==> config.mk <==
export PLATFORM = sky130hd
export DESIGN_NAME = decoder_a_74138
export DESIGN_NICKNAME = d
export VERILOG_FILES = /design/src/rtl/decoder_a_74138.sv
export SDC_FILE = /design/constraint.sdc
export NUM_CORES = 1
export LEC_CHECK = 0
export ABC_AREA = 1
export BUFFER_PORTS_ARGS = -buffer_cell sky130_fd_sc_hd__buf_2
export CAP_MARGIN = 20
export CELL_PAD_IN_SITES_DETAIL_PLACEMENT = 1
export CELL_PAD_IN_SITES_GLOBAL_PLACEMENT = 2
export CORE_MARGIN = 3
export CORE_UTILIZATION = 20
export DETAILED_ROUTE_END_ITERATION = 16
export PLACE_DENSITY = 0.79
export SKIP_LAST_GASP = 1
export SLEW_MARGIN = 15
export SYNTH_ARGS = -nofsm -noshare
export SYNTH_HDL_FRONTEND = slang
export SYNTH_SLANG_ARGS = --single-unit
==> constraint.sdc <==
create_clock -name clk_i -period 1 [get_ports clk_i]
set_input_delay 0.2 -clock clk_i [delete_from_list [all_inputs] [get_ports clk_i]]
set_output_delay 0.2 -clock clk_i [all_outputs]
set_load 0.02 [all_outputs]
==> src/rtl/decoder_a_74138.sv <==
// ---------------------------------------------------------------------------
// decoder_a_74138
//
// Registered 3-to-8 line decoder/demultiplexer in the style of the 74x138.
// Typical use is as an address or chip-select decoder. The decoded value is
// held in an output register, so the selects seen downstream are glitch-free
// and change only on a rising clock edge.
//
// Ports
//   clk_i       in   1  system clock, rising-edge active
//   rst_i       in   1  synchronous active-high reset (drives yn_o to 8'hFF)
//   select_a_i  in   1  select bit 0 (LSB)
//   select_b_i  in   1  select bit 1
//   select_c_i  in   1  select bit 2 (MSB)
//   g1_en_i     in   1  enable, active-high
//   g2a_en_n_i  in   1  enable, active-low
//   g2b_en_n_i  in   1  enable, active-low
//   yn_o        out  8  decoded outputs, active-low; bit k <-> select value k
//
// Timing: one clock from inputs to yn_o, with no combinational path between
// them. At most one bit of yn_o is ever low.
// ---------------------------------------------------------------------------
module decoder_a_74138 (
  input  logic       clk_i,
  input  logic       rst_i,
  input  logic       select_a_i,
  input  logic       select_b_i,
  input  logic       select_c_i,
  input  logic       g1_en_i,
  input  logic       g2a_en_n_i,
  input  logic       g2b_en_n_i,
  output logic [7:0] yn_o
);

  logic       en;
  logic [2:0] sel;
  logic [7:0] yn_d;
  logic [7:0] yn_q;

  // All three enables must be in their active state at the same time.
  assign en  = g1_en_i & ~g2a_en_n_i & ~g2b_en_n_i;
  assign sel = {select_c_i, select_b_i, select_a_i};

  // The all-high default is written first, and a bit is pulled low only
  // under a true enable. When en is 0, the select inputs are never looked
  // at. Unknown selects therefore cannot reach the output while the decoder
  // is disabled.
  always_comb begin
    yn_d = 8'hFF;
    if (en) begin
      for (int k = 0; k < 8; k++) begin
        if (sel == k[2:0]) begin
          yn_d[k] = 1'b0;
        end
      end
    end
  end

  always_ff @(posedge clk_i) begin
    if (rst_i) begin
      yn_q <= 8'hFF;
    end else begin
      yn_q <= yn_d;
    end
  end

  assign yn_o = yn_q;

endmodule

After elaboration in Yosys (flattened, before gate mapping):

Index checks and enable logic that the tools add are counted.

* mux-type cells: 8
* bitwise logic cells: 5
* equal/unequal tests: 7
* reduce and logical (&&, ||, !) cells: 2

Operators by type and width (count)
* == test 3 bit (second input constant): 4
* 2-to-1 mux 1 bit: 8
* == test 3 x 2 -> 1 bit (second input constant): 2
* == test 3 x 1 -> 1 bit (second input constant): 1
* logical NOT 3 bit: 1
* inverter 1 bit: 3
* AND 1 bit: 2
* OR reduction 2 bit: 1

* bits of input ports: 8
* output and inout port bits: 8
* flip-flop bits (word level): 8

Longest topological paths before layout:

* word-level depth: 5
* depth in mapped cells: 4
* depth with buffers taken out: 4

Worst setup path after synthesis:

No wires, ideal clock.

* path type: in2reg
* from: input rst_i
* to: register yn_q[0], in the netlist yn_o[0]
* library setup time: 0.120 ns
* stages on the path: 4
* buffers on the path: 0
* arrival: 0.497 ns
* slack: 0.383 ns
* cell sequence: inv_1 -> nand2_1 -> nor2_4 -> nand2_1

* word-level cells in the longest chain between the ends: 1

Ends and longest elaborated chain
* from (decl): line 25 `input logic rst_i,`
* OR reduction 2 bit (no line)
* to (signal assigned): line 63 `yn_q <= yn_d;`
* to (decl): line 38 `logic [7:0] yn_q;`

No other way between the ends.
A chain may end at the register's enable or synchronous reset.

Worst setup path after layout:

* from: register yn_q[3], in the netlist yn_o[3]
* to: output yn_o[3]

RTL lines
* to (decl): line 32 `output logic [7:0] yn_o`

No word-level cell between the ends.

==> summary.md <==
| Metric | Value |
|---|---|
| Final setup vio count | 0 |
| CP startpoint kind | flop |
| Vias | 274 |
| Cell taking the most area after synthesis | dfxtp_1 |
| # Post-CTS Setup Buffers | 0 |
| Status | complete, no violations |
| Nets | 65 |
| Antenna diode count | 0 |
| Peak VDD IR | 0.0003248 V |
| Mapped cell area | 279.0 um^2 |
| Final hold violations | 0 |
| Drt drc | 0 |
| CTS hold repair buffers | 0 |
| Worst Path Required | 0.80 ns |
| Unrepaired setup endpoints after global routing | no |
| Synth Register Bits | 8 |
| Reg clk slew, reported paths | 0.05 ns |
| Initial DRT Pass Iterations | 1 |
| Worst-path cell chain | buf_2 |
| # port buffers | 15 |
| Clk pwr share | 39.9% |
| Top-area cell type share of the netlist area | 57.40% |
| Tcrit/Tclk final | 91.76% |
| Die area | about 0.0019 mm^2 |
| CTS buffer count | 3 |
| Post-route cell area | 394.1 um^2 |
| Flop pwr share | 51.9% |
| DR vias/cell | 3.971 |
| Combinational share of power | 8.2% |
| PnR worst setup slack | 0.08236 ns |
| Largest register FFs | 8 |
| Core Region | 0.001201 mm^2 |
| Syn Area/Cell | roughly 7.5 um^2 |
| Initial DRC Count | 0 |
| CTS tree | yes |
| Post-Syn Nets | 45 |
| Slew @ Worst Pin | 0.1798 ns |
| Maxcap violations | 0 |
| CP top delay family | flip-flops |
| Routed WL | ~620 um |
| Global-route wire length before repair | 1.055 mm |
| Std-Cell Rows | 12 |
| Total gr overflow | 0 |
| PwrDens | 1569 mW/mm^2 |
| Synth-to-layout area growth | 41.26% |
| Hold Path Class | in -> reg |
| Synth Instances | 37 |
| Crit. End Element | output port |
| Count leader, synth | nand2_1 |
| Final setup TNS | 0 ns |
| Htree depth | 1 |
| Net Sw Power | approximately 0.00014 W |
| Initial antenna violation count | 0 |
| DIE WIDTH | 43.35 um |
| Pre-CTS WS | 0.1988 ns |
| Post_cts resized | 0 |
| # fillers | 174 |
| Critical path data arrival time | between 0.7 and 0.8 ns |
| Non-Filler Instances | 69 |
| Finished Core Util | 32.81% |
| Slew Viols, Final | 0 |
| Layout cell share with drive strength beyond 1 | 40.00% |
| Area after DPL | 371.6 um^2 |
| Synth cell count leaders | nand2_1 (13), dfxtp_1 (8), nor2_1 (8), inv_1 (4), inv_2 (2) |
| EDFF count, synth | 0 |
| Peak per-stage delay on the critical path | 0.31 ns |
| Largest net degree at the start of global routing | 9 |
| Sw Ratio | 22.72% |
| CP Class | reg -> out |
| Register area share after synthesis | a little under three fifths |
| I/O pin count | 16 |
| Hold path start | select_c_i |
| Number of synthesis warnings | 0 |
| Maximum fanout along the worst path | 1 |
| CTS Buffer Depth | 2 |
| Tmin final | 0.9176 ns |
| Bufs and invs on worst path | 1 |
| Drt wl/cell | between 9 and 10 um |
| Post-synth top flop | dfxtp_1 |
| Final antenna-violating net count | 0 |
| Starting Density | 23.23% |
| Max Clock Freq | 1.090 GHz |
| Root buf cell | clkbuf_4 |
| Int Pwr | 0.0004780 W |
| Die Span Y | between 40 and 50 um |
| Slowest stage cell, crit path | dfxtp_1 |
| Vias in the first global route | 271 |
| Critical Path Start | yn_o[3] |
| RD Place Congestion | 0.6625 |
| Detailed Place HPWL | 517.9 um |
| Slew HR | 87.99% |
| Main area contributors after synthesis | dfxtp_1 (57%), nand2_1 (17%), nor2_1 (11%) |
| Post-synth ARST share | 0% |
| CTS sink cnt | 8 |
| LEAKAGE | 0.1871 nW |
| Unique masters post-synth | 7 |
| GRT Resource Usage Total | 7.855% |
| Placed Cells | 66 |
[per-stage QoR]
step,hold WS [ns],power (W)
CTS,0.2202,0.0006323
global placement,0.4816,0.0003783
floorplan,0.2989,0.0003551
global route,0.2308,0.0006653
finish,0.2202,0.0006185
detailed placement,0.4852,0.0003795
[cell type report]
type / count / area [um^2] / area share [%]
flip-flops and latches: 8 / 160.2 / 40.64
multi-input cells: 23 / 96.34 / 24.44
repair buffers: 15 / 75.07 / 19.05
clock buffers: 3 / 22.52 / 5.714
inverters: 6 / 22.52 / 5.714
well taps: 14 / 17.52 / 4.444
[path summary, 6_finish.rpt]
| check | endpoint | slack (ns) | depth (start not counted) |
|---|---|---|---|
| hold / removal | yn_o[2] | 0.22 | 3 |
| setup / recovery | yn_o[3] | 0.08 | 1 |
[power groups by stage]
| stage | clock [W] | sequential (W) | combinational [W] |
|---|---|---|---|
| floorplan | 0 | 0.000331 | 0.0000246 |
| global placement | 0 | 0.000328 | 0.0000504 |
| detailed placement | 0 | 0.000328 | 0.0000515 |
| CTS | 0.000259 | 0.000321 | 0.0000520 |
| global route | 0.000285 | 0.000321 | 0.0000589 |
| finish | 0.000247 | 0.000321 | 0.0000505 |
[metal layers]
metal / vias up / part of all wire (%) / global-route usage [%]
met4: 0 / 3.8 / 9.036
li1: 142 / - / -
met1: 123 / 39 / 7.444
met3: 2 / 4.3 / 1.245
met2: 7 / 53 / 13.27
met5: - / 0 / 0
[kinds of logic after synthesis]
| family | Yosys count | share of synthesized area [%] |
|---|---|---|
| buf+inv | 6 | 8.071 |
| simple gates | 23 | 34.53 |
| flops | 8 | 57.40 |
[cells in the final DEF, fill, tap and decap left out]
cell type / instances
nor2_1: 8
clkbuf_4: 3
inv_2: 2
buf_2: 15
nand2_1: 13
dfxtp_1: 8
nor2_4: 1
inv_1: 4
nand2_2: 1
No activity file was read; power rests on OpenSTA's default activity.
